--- src/rtl/shift_pkg.sv ---
// Shared definitions for the multi-cycle logarithmic shifter controller.
//   clog2_f     : derives the stage count (and amount width) from the word width
//   state_e     : controller states
//   DIR_LEFT/DIR_RIGHT : encoding of the dir input
package shift_pkg;

  typedef enum logic [1:0] {
    IDLE  = 2'd0,
    SHIFT = 2'd1,
    DONE  = 2'd2
  } state_e;

  localparam logic DIR_LEFT  = 1'b0;
  localparam logic DIR_RIGHT = 1'b1;

  // Ceiling log2, evaluated at elaboration time only.
  function automatic int clog2_f(input int v);
    int r;
    r = 0;
    for (int k = 0; k < 32; k++) begin
      if ((1 << r) < v) r = r + 1;
    end
    return r;
  endfunction

endpackage

--- src/rtl/MUX_2x1.sv ---
// Two-input single-bit multiplexer cell.
//   a_i   : selected when sel_i = 0
//   b_i   : selected when sel_i = 1
//   sel_i : select
//   y_o   : output
module MUX_2x1 (
  input  logic a_i,
  input  logic b_i,
  input  logic sel_i,
  output logic y_o
);

  assign y_o = sel_i ? b_i : a_i;

endmodule

--- src/rtl/shift_stage_lr.sv ---
// One combinational shift stage whose distance is 2^idx_i, built from MUX_2x1
// cells. Every fixed distance is wired up in parallel, the direction chooses
// left/right per bit, the stage index picks one distance, and the enable
// chooses between the shifted word and the unmodified input.
//   data_i : word entering the stage
//   idx_i  : stage index k, shift distance 2^k
//   dir_i  : 0 = left, 1 = right
//   fill_i : bit shifted into vacated MSBs on right shifts
//   en_i   : 1 = apply the shift, 0 = pass data_i through
//   data_o : word leaving the stage
module shift_stage_lr #(
  parameter int WIDTH  = 16,
  parameter int STAGES = 4,
  parameter int IDX_W  = 2
) (
  input  logic [WIDTH-1:0] data_i,
  input  logic [IDX_W-1:0] idx_i,
  input  logic             dir_i,
  input  logic             fill_i,
  input  logic             en_i,
  output logic [WIDTH-1:0] data_o
);

  for (genvar d = 0; d < STAGES; d++) begin : g_dist
    localparam int DIST = 1 << d;
    logic [WIDTH-1:0] cand;
    logic [WIDTH-1:0] pick;
    logic             hit;

    assign hit = (idx_i == IDX_W'(d));

    for (genvar i = 0; i < WIDTH; i++) begin : g_bit
      logic lft;
      logic rgt;
      if (i >= DIST) begin : g_l
        assign lft = data_i[i-DIST];
      end else begin : g_lz
        assign lft = 1'b0;
      end
      if (i + DIST < WIDTH) begin : g_r
        assign rgt = data_i[i+DIST];
      end else begin : g_rf
        assign rgt = fill_i;
      end
      MUX_2x1 u_dir (.a_i(lft), .b_i(rgt), .sel_i(dir_i), .y_o(cand[i]));

      // Distance select: a priority chain where the highest matching index wins.
      if (d == 0) begin : g_first
        assign pick[i] = cand[i];
      end else begin : g_next
        MUX_2x1 u_sel (.a_i(g_dist[d-1].pick[i]), .b_i(cand[i]), .sel_i(hit), .y_o(pick[i]));
      end
    end
  end

  for (genvar i = 0; i < WIDTH; i++) begin : g_en
    MUX_2x1 u_en (.a_i(data_i[i]), .b_i(g_dist[STAGES-1].pick[i]), .sel_i(en_i), .y_o(data_o[i]));
  end

endmodule

--- src/rtl/shift_seq_ctrl.sv ---
// Multi-cycle sequencing controller for the logarithmic shifter. A command is
// taken over the in_valid/in_ready handshake, the word is walked through
// STAGES conditional stages (distances 1, 2, 4, ...) one per clock using a
// single reused shift_stage_lr, and the result is held on q until the
// out_valid/out_ready handshake completes.
//   clk, rst            : clock, asynchronous active-high reset
//   in_valid, in_ready  : command handshake
//   data, amt, dir, arith : operand, shift amount, direction, arithmetic-fill flag
//   out_valid, out_ready : result handshake
//   q                   : registered result (working register)
//   busy                : high whenever the controller is not IDLE
module shift_seq_ctrl
  import shift_pkg::*;
#(
  parameter int WIDTH = 16
) (
  input  logic                        clk,
  input  logic                        rst,
  input  logic                        in_valid,
  output logic                        in_ready,
  input  logic [WIDTH-1:0]            data,
  input  logic [clog2_f(WIDTH)-1:0]   amt,
  input  logic                        dir,
  input  logic                        arith,
  output logic                        out_valid,
  input  logic                        out_ready,
  output logic [WIDTH-1:0]            q,
  output logic                        busy
);

  localparam int STAGES = clog2_f(WIDTH);
  localparam int IDX_W  = (STAGES > 1) ? clog2_f(STAGES) : 1;

  state_e              state_q, state_d;
  logic [IDX_W-1:0]    cnt_q, cnt_d;
  logic [WIDTH-1:0]    work_q, work_d;
  logic [STAGES-1:0]   amt_q;
  logic                dir_q;
  logic                arith_q;
  logic                accept;
  logic                fill;
  logic [WIDTH-1:0]    stage_out;

  assign accept = (state_q == IDLE) && in_valid;

  // During an arithmetic right shift the MSB never changes, so the working
  // register's MSB is the latched operand sign.
  assign fill = arith_q && (dir_q == DIR_RIGHT) && work_q[WIDTH-1];

  shift_stage_lr #(
    .WIDTH  (WIDTH),
    .STAGES (STAGES),
    .IDX_W  (IDX_W)
  ) u_stage (
    .data_i (work_q),
    .idx_i  (cnt_q),
    .dir_i  (dir_q),
    .fill_i (fill),
    .en_i   (amt_q[cnt_q]),
    .data_o (stage_out)
  );

  always_comb begin
    state_d = state_q;
    cnt_d   = cnt_q;
    work_d  = work_q;
    case (state_q)
      IDLE: begin
        if (in_valid) begin
          work_d  = data;
          cnt_d   = '0;
          state_d = SHIFT;
        end
      end
      SHIFT: begin
        work_d = stage_out;
        cnt_d  = cnt_q + 1'b1;
        if (cnt_q == IDX_W'(STAGES - 1)) begin
          cnt_d   = '0;
          state_d = DONE;
        end
      end
      DONE: begin
        if (out_ready) state_d = IDLE;
      end
      default: begin
        state_d = IDLE;
        cnt_d   = '0;
      end
    endcase
  end

  always_ff @(posedge clk or posedge rst) begin
    if (rst) begin
      state_q <= IDLE;
      cnt_q   <= '0;
      work_q  <= '0;
    end else begin
      state_q <= state_d;
      cnt_q   <= cnt_d;
      work_q  <= work_d;
    end
  end

  // Command attributes only matter once a command is in flight.
  always_ff @(posedge clk) begin
    if (accept) begin
      amt_q   <= amt;
      dir_q   <= dir;
      arith_q <= arith;
    end
  end

  assign in_ready  = (state_q == IDLE);
  assign out_valid = (state_q == DONE);
  assign busy      = (state_q != IDLE);
  assign q         = work_q;

endmodule
--- config.mk ---
export PLATFORM = sky130hd
export DESIGN_NAME = shift_seq_ctrl
export DESIGN_NICKNAME = d
export VERILOG_FILES = /design/src/rtl/shift_pkg.sv /design/src/rtl/MUX_2x1.sv /design/src/rtl/shift_stage_lr.sv /design/src/rtl/shift_seq_ctrl.sv
export SDC_FILE = /design/constraint.sdc
export NUM_CORES = 1
export LEC_CHECK = 0
export BUFFER_PORTS_ARGS = -buffer_cell sky130_fd_sc_hd__buf_2
export CORE_ASPECT_RATIO = 0.75
export CORE_UTILIZATION = 40
export DETAILED_ROUTE_END_ITERATION = 7
export GPL_ROUTABILITY_DRIVEN = 0
export GPL_TIMING_DRIVEN = 0
export HOLD_SLACK_MARGIN = 0.1
export PLACE_DENSITY = 0.75
export RECOVER_POWER = 25
export REMOVE_ABC_BUFFERS = 1
export SLEW_MARGIN = 0
export SYNTH_ARGS = -nofsm -noshare
export SYNTH_HDL_FRONTEND = slang
export SYNTH_SLANG_ARGS = --single-unit
--- constraint.sdc ---
create_clock -name clk -period 1.65 [get_ports clk]
set_input_delay 0 -clock clk [delete_from_list [all_inputs] [get_ports clk]]
set_output_delay 0 -clock clk [all_outputs]
set_load 0.005 [all_outputs]
==> results.py, run 1 <==
metrics = {
    "critical_path": {
        "r2r_cells": 4,
        "cp-start-kind": "flop",
        "setup.worst_path.end_class": "flop",
        "cp_max_fo": 5,
        "critical_path_required_ns": 1.82,
        "criticalPathCategory": "flop to flop",
        "cp.arrival_ns": 1.92,
    },
    "timing": {
        "skew_ns": 0.00188,
        "hold_ws_ns": 0.191,
        "fmax_mhz": 570,
        "slew_headroom": 0.463,
        "rsz0062_at_grt": "true",
        "period_share": 1.06,
        "final.setup.worst_slack_ns": -0.104,
        "drv_slew": 0,
        "layout_min_cycle_time_ns": 1.75,
        "worst_slew_pin_slew_ns": 0.805,
        "timing.final.hold_violations": 0,
        "finalSetupViolations": 16,
    },
    "power": {
        "power.density_mw_per_mm2": 2110,
        "p_comb_frac": 0.702,
        "intPower_uw": 3350,
        "switching_share": 0.485,
        "power.total_uw": 6500,
        "power_leakage_uw": 0.00130,
        "power.share.sequential": 0.239,
        "ir_drop_v": 0.000679,
        "power.net_switching_uw": 3150,
        "clkPwrFrac": 0.059,
    },
    "final_layout": {
        "layout-area-overhead-vs-synth_pct": 39.1,
        "multi_input_area_mm2": 0.00145,
        "drive_gt1_frac": 0.394,
        "finish.net_count": 355,
        "antenna_cells": 0,
        "seq_area_um2": 686,
        "final_util": 0.579,
        "final_cell_mix": "43 x buf_2, 23 x nand2_1, 23 x dlygate4sd3_1, 23 x buf_4, 17 x a31oi_1",
        "fillers": 449,
        "final_common_cell": "buf_2",
    },
    "detailed_routing": {
        "drt_iter0_drc": 597,
        "wl_per_cell_um": 20.0,
        "first_pass_iters": 8,
        "num_vias": 2491,
        "antenna_left": 0,
        "drc": 0,
        "drt-total-wl_um": 8020,
        "via_per_inst": 6.23,
    },
    "synth": {
        "synthAdderAreaFrac": 0.0169,
        "async_reset_ff_frac": 0.769,
        "yosys.area_share.simple": 0.182,
        "synth_mux_area_frac": 0.125,
        "synth_compound_area_frac": 0.241,
        "synth.largest_area_cell": "dfrtp_1",
        "syn_area_mm2": 0.00221,
        "synth-main-ff-cell": "dfrtp_1",
        "yosys_warnings": 0,
        "synth.top_cell.area_share": 0.226,
        "synth_top_family_by_area": "compound AO/OA/AOI/OAI gates",
        "syn_avg_cell_area_um2": 8.72,
        "netlist_instances": 254,
        "synth_xor_area_frac": 0,
        "yosysUniqueCellTypes": 42,
        "synth_area_leaders": "dfrtp_1 23%, edfxtp_1 8.1%, buf_4 6.4%",
        "yosysSeqAreaShare": 0.307,
        "ys_ff_latch": 26,
        "synth_edf_count": 6,
    },
    "global_routing": {
        "grt_pass1_wl_um": 10400,
        "grt_usage": 0.237,
        "antenna_found_initial": 0,
        "grt_pass1_vias": 2086,
        "grt_start_max_net_pins": 25,
        "grt.overflow.total": 0,
    },
    "die": {
        "chipWidth_um": 87.9,
        "chipHeight_um": 66.4,
        "row_count": 23,
        "start_util": 0.416,
        "pin_count": 45,
        "coreArea_mm2": 0.00532,
        "die_area_mm2": 0.00584,
    },
    "clocking": {
        "cts_num_sinks": 26,
        "cts_root_buf": "clkbuf_8",
        "numCtsBuffers": 3,
        "cts.htree.levels": 1,
        "clk_latency_ns": 0.28,
        "cts_tree": "yes",
        "cts_buffer_depth": 2,
        "clk_pin_slew_ns": 0.09,
    },
    "hold_path": {
        "min_path_type": "primary input to flop",
        "worstHoldPathCells": 3,
    },
    "place": {
        "portBuffers": 44,
        "dp_slack_ns": -0.689,
        "hpwlAfterDp_um": 3990,
    },
    "flow_run": {
        "max_cap_violations": 0,
    },
    "status": {
        "violations": "negative setup slack",
        "status": "complete, but fails checks",
    },
}
-- logic make-up (layout without fill, tap and decap cells) --
group / count (synthesis) / in the layout
compound gates: 74 / 76
fa+ha+maj: 3 / 3
buf+inv: 48 / 117
flops: 26 / 26
mux: 22 / 22
simple gates: 81 / 81
-- per-stage QoR --
step | setup TNS, ns | instance area (µm²) | cells
6_report | -1.14 | 3080 | 400
5_1_grt | -1.92 | 3080 | 400
4_1_cts | -0.212 | 2840 | 378
3_5_place_dp | -11.80 | 2300 | 339
3_3_place_gp | -10.68 | 2300 | 339
2_1_floorplan | -3.96 | 1990 | 220
-- worst max-delay path: stages, from the launching register on --
cell and delay, ns:
dfrtp_2 0.48, mux4_2 0.61, nand2_1 0.16, a31oi_1 0.06, a221o_1 0.33
-- cell type report --
| class | count | share of cell area |
|---|---|---|
| Clock buffer | 4 | 0.0146 |
| Inverter | 14 | 0.0183 |
| Timing Repair Buffer | 99 | 0.242 |
| Multi-Input combinational cell | 182 | 0.472 |
| Tap cell | 75 | 0.0305 |
| Sequential cell | 26 | 0.223 |
-- path summary, 6_finish.rpt --
path | slack [ns] | start | to
min | 0.19 | in_valid | q[12]$_DFFE_PP0P_
min reg2reg | 0.63 | q[15]$_DFFE_PP0P_ | q[15]$_DFFE_PP0P_
min in group asynchronous | 0.41 | rst | q[11]$_DFFE_PP0P_
max reg2reg | -0.10 | cnt_q[0]$_DFFE_PP0P_ | q[13]$_DFFE_PP0P_
max in group asynchronous | 0.69 | rst | cnt_q[0]$_DFFE_PP0P_
max | -0.10 | cnt_q[0]$_DFFE_PP0P_ | q[13]$_DFFE_PP0P_
-- registers in the layout, summed over array words and instances, names as in the netlist --
| name | cells |
|---|---|
| q | 16 |
| amt_q | 4 |
| cnt_q | 2 |
| state_q | 2 |
| arith_q | 1 |
| dir_q | 1 |
-- synthesized netlist by cell type, types with 2 or more instances --
cell / count
o21ai_0: 10
mux2i_1: 12
o31ai_1: 2
nor3b_1: 2
dfrtp_1: 20
mux2_2: 6
a21boi_0: 2
o22ai_2: 3
o32ai_1: 2
nor2b_1: 9
and3_1: 2
buf_2: 6
nor2_1: 14
buf_4: 19
a31oi_1: 17
a32oi_1: 7
nand3_1: 8
nand2b_1: 16
inv_1: 14
o211ai_1: 4
clkbuf_1: 6
mux4_2: 4
buf_6: 3
a221o_1: 5
nand2_1: 23
nor3_1: 3
ha_1: 3
a21oi_1: 13
edfxtp_1: 6
-- power by group through the flow --
stage          combinational, µW  sequential, µW  clock [µW]
3_5_place_dp                3030            1500           0
5_1_grt                     4840            1580         425
6_report                    4560            1550         386
2_1_floorplan               2250            1350           0
3_3_place_gp                2940            1490           0
4_1_cts                     3680            1480         388
-- what timing repair did --
item | in CTS | in global routing
resized for setup | 40 | 19
buffers inserted | 12 | 21
hold buffers | 23 | 0
pin swaps | 10 | 5
cloned | 0 | 2
endpoints found under the setup margin | 24 | 16
hold endpoints to repair | 42 | 0
-- per-layer routing --
layer	vias to the layer above	track usage	wire (µm)
li1	1059	-	-
met4	0	0.0820	492
met2	216	0.355	3530
met3	67	0.0799	933
met1	1149	0.317	3070
met5	-	0	0
Power figures use the tool's default switching activity.
==> run 2: changes to the inputs <==
- PLACE_DENSITY: 0.75 -> not set
- PLACE_DENSITY_LB_ADDON: not set -> 0.12
==> results.py, run 2 (same netlist as run 1, synthesis figures left out) <==
metrics = {
    "die": {
        "start_util": 0.416,
        "chipWidth_um": 87.9,
        "pin_count": 45,
        "row_count": 23,
        "die_area_mm2": 0.00584,
        "chipHeight_um": 66.4,
        "coreArea_mm2": 0.00532,
    },
    "timing": {
        "layout_min_cycle_time_ns": 1.73,
        "hold_ws_ns": 0.193,
        "period_share": 1.05,
        "timing.final.hold_violations": 0,
        "fmax_mhz": 577,
        "rsz0062_at_grt": "true",
        "drv_slew": 0,
        "slew_headroom": 0.455,
        "final.setup.worst_slack_ns": -0.0825,
        "skew_ns": 0.00915,
        "tns_ns": -0.712,
        "finalSetupViolations": 16,
        "worst_slew_pin_slew_ns": 0.817,
    },
    "final_layout": {
        "drive_gt1_frac": 0.396,
        "final_common_cell": "buf_2",
        "antenna_cells": 0,
        "design_area_mm2": 0.00307,
        "largest_reg_flops": 16,
        "finish.net_count": 352,
        "final_cell_mix": "44 x buf_2, 23 x dlygate4sd3_1, 22 x nand2_1",
        "layout-area-overhead-vs-synth_pct": 38.6,
    },
    "clocking": {
        "cts_num_sinks": 26,
        "cts_buffer_depth": 2,
        "clk_pin_slew_ns": 0.09,
        "clk_latency_ns": 0.28,
        "cts_root_buf": "clkbuf_8",
        "cts.htree.levels": 1,
        "numCtsBuffers": 3,
        "cts_tree": "yes",
    },
    "detailed_routing": {
        "antenna_left": 0,
        "via_per_inst": 5.73,
        "drc": 0,
        "drt_iter0_drc": 249,
        "met3_length_um": 653,
        "wl_per_cell_um": 18.9,
        "first_pass_iters": 5,
        "num_vias": 2271,
        "wl_met2_um": 3300,
        "drt-total-wl_um": 7490,
        "drt-met1-wl_um": 3460,
        "top_layer_used": "met4",
    },
    "global_routing": {
        "grt_pass1_vias": 2003,
        "grt_start_max_net_pins": 29,
        "grt.overflow.total": 0,
        "antenna_found_initial": 0,
        "grt_usage": 0.250,
        "grt_pass1_wl_um": 10900,
    },
    "power": {
        "ir_drop_v": 0.000831,
        "power_leakage_uw": 0.00128,
        "power.total_uw": 6320,
        "power.density_mw_per_mm2": 2060,
    },
    "critical_path": {
        "r2r-start": "cnt_q[0]$_DFFE_PP0P_",
        "setup.worst_path.end_class": "flop",
        "cp_num_buf_inv": 1,
        "worstPathCellList": "ha_4 -> buf_4 -> mux2_2 -> a21oi_2 -> a221o_1 -> a31oi_1",
        "slowest_delay_ns": 0.48,
        "path_depth": 6,
        "r2r_end": "q[1]$_DFFE_PP0P_",
        "critPathTopFamily": "compound AO/OA/AOI/OAI gates",
        "slowest_stage": "dfrtp_2",
        "cp.arrival_ns": 1.93,
        "r2r_slack_ns": -0.08,
        "cp_max_fo": 7,
        "cp-start-kind": "flop",
        "r2r_cells": 6,
        "criticalPathCategory": "flop to flop",
        "critical_path_required_ns": 1.85,
    },
    "flow_run": {
        "max_cap_violations": 0,
    },
    "status": {
        "violations": "negative setup slack",
        "status": "complete, but fails checks",
    },
    "hold_path": {
        "min_path_type": "primary input to flop",
        "worstHoldPathCells": 4,
        "hp-start": "data[14]",
        "hold_end": "q[14]$_DFFE_PP0P_",
    },
    "place": {
        "hpwlAfterDp_um": 4100,
        "portBuffers": 44,
        "dpl_cell_area_mm2": 0.00230,
    },
}
run 2: changes by cell type in the layout (fill, tap and decap cells not counted), sizes merged:
cell,before,now
buf,74,72
clkbuf,6,4
run 2: worst min-delay path, stage by stage:
cell and delay [ns]:
buf_2 0.10, a21oi_1 0.13, or2_2 0.12, o211ai_1 0.08
run 2: timing repair:
item | 4_1_cts | 5_1_grt
pin swaps | 4 | 14
setup buffers | 12 | 17
gates cloned | 0 | 2
setup endpoints to repair | 25 | 16
resized for setup | 32 | 25
hold endpoints to repair | 42 | 0
hold buffers | 23 | 0
run 2: through the flow:
| step | worst slack, ns | cells | utilization |
|---|---|---|---|
| final | -0.0825 | 396 | 0.576 |
| after floorplan | -0.404 | 220 | - |
| after global routing | -0.224 | 396 | 0.576 |
| after global placement | -0.782 | 339 | 0.432 |
| after detailed placement | -0.754 | 339 | 0.432 |
| after CTS | -0.0815 | 377 | 0.524 |
run 2: report_power, final:
part	internal, µW	switching [µW]
logic	2160	2220
clock network	164	209
registers	959	608
total	3280	3040
run 2: final cells by class:
class                   instances  area [µm²]
inverters                      14        56.3
multi-input cells             182        1470
flip-flops and latches         26         684
fillers                       470        2250
well taps                      75        93.8
repair buffers                 96         724
clock buffers                   3        41.3
run 2: worst max path at each step:
stage / startpoint / end / slack (ns)
after floorplan: cnt_q[1]$_DFFE_PP0P_ / q[13]$_DFFE_PP0P_ / -0.40
after global placement: cnt_q[0]$_DFFE_PP0P_ / q[5]$_DFFE_PP0P_ / -0.78
after detailed placement: cnt_q[0]$_DFFE_PP0P_ / q[0]$_DFFE_PP0P_ / -0.75
after CTS: cnt_q[0]$_DFFE_PP0P_ / q[1]$_DFFE_PP0P_ / -0.08
after global routing: cnt_q[0]$_DFFE_PP0P_ / q[15]$_DFFE_PP0P_ / -0.22
final: cnt_q[0]$_DFFE_PP0P_ / q[1]$_DFFE_PP0P_ / -0.08
run 2: layer usage:
layer / GRT usage / up-vias
li1: - / 1056
met1: 0.370 / 1060
met2: 0.368 / 145
met3: 0.0512 / 10
met4: 0.0594 / 0
met5: 0 / -
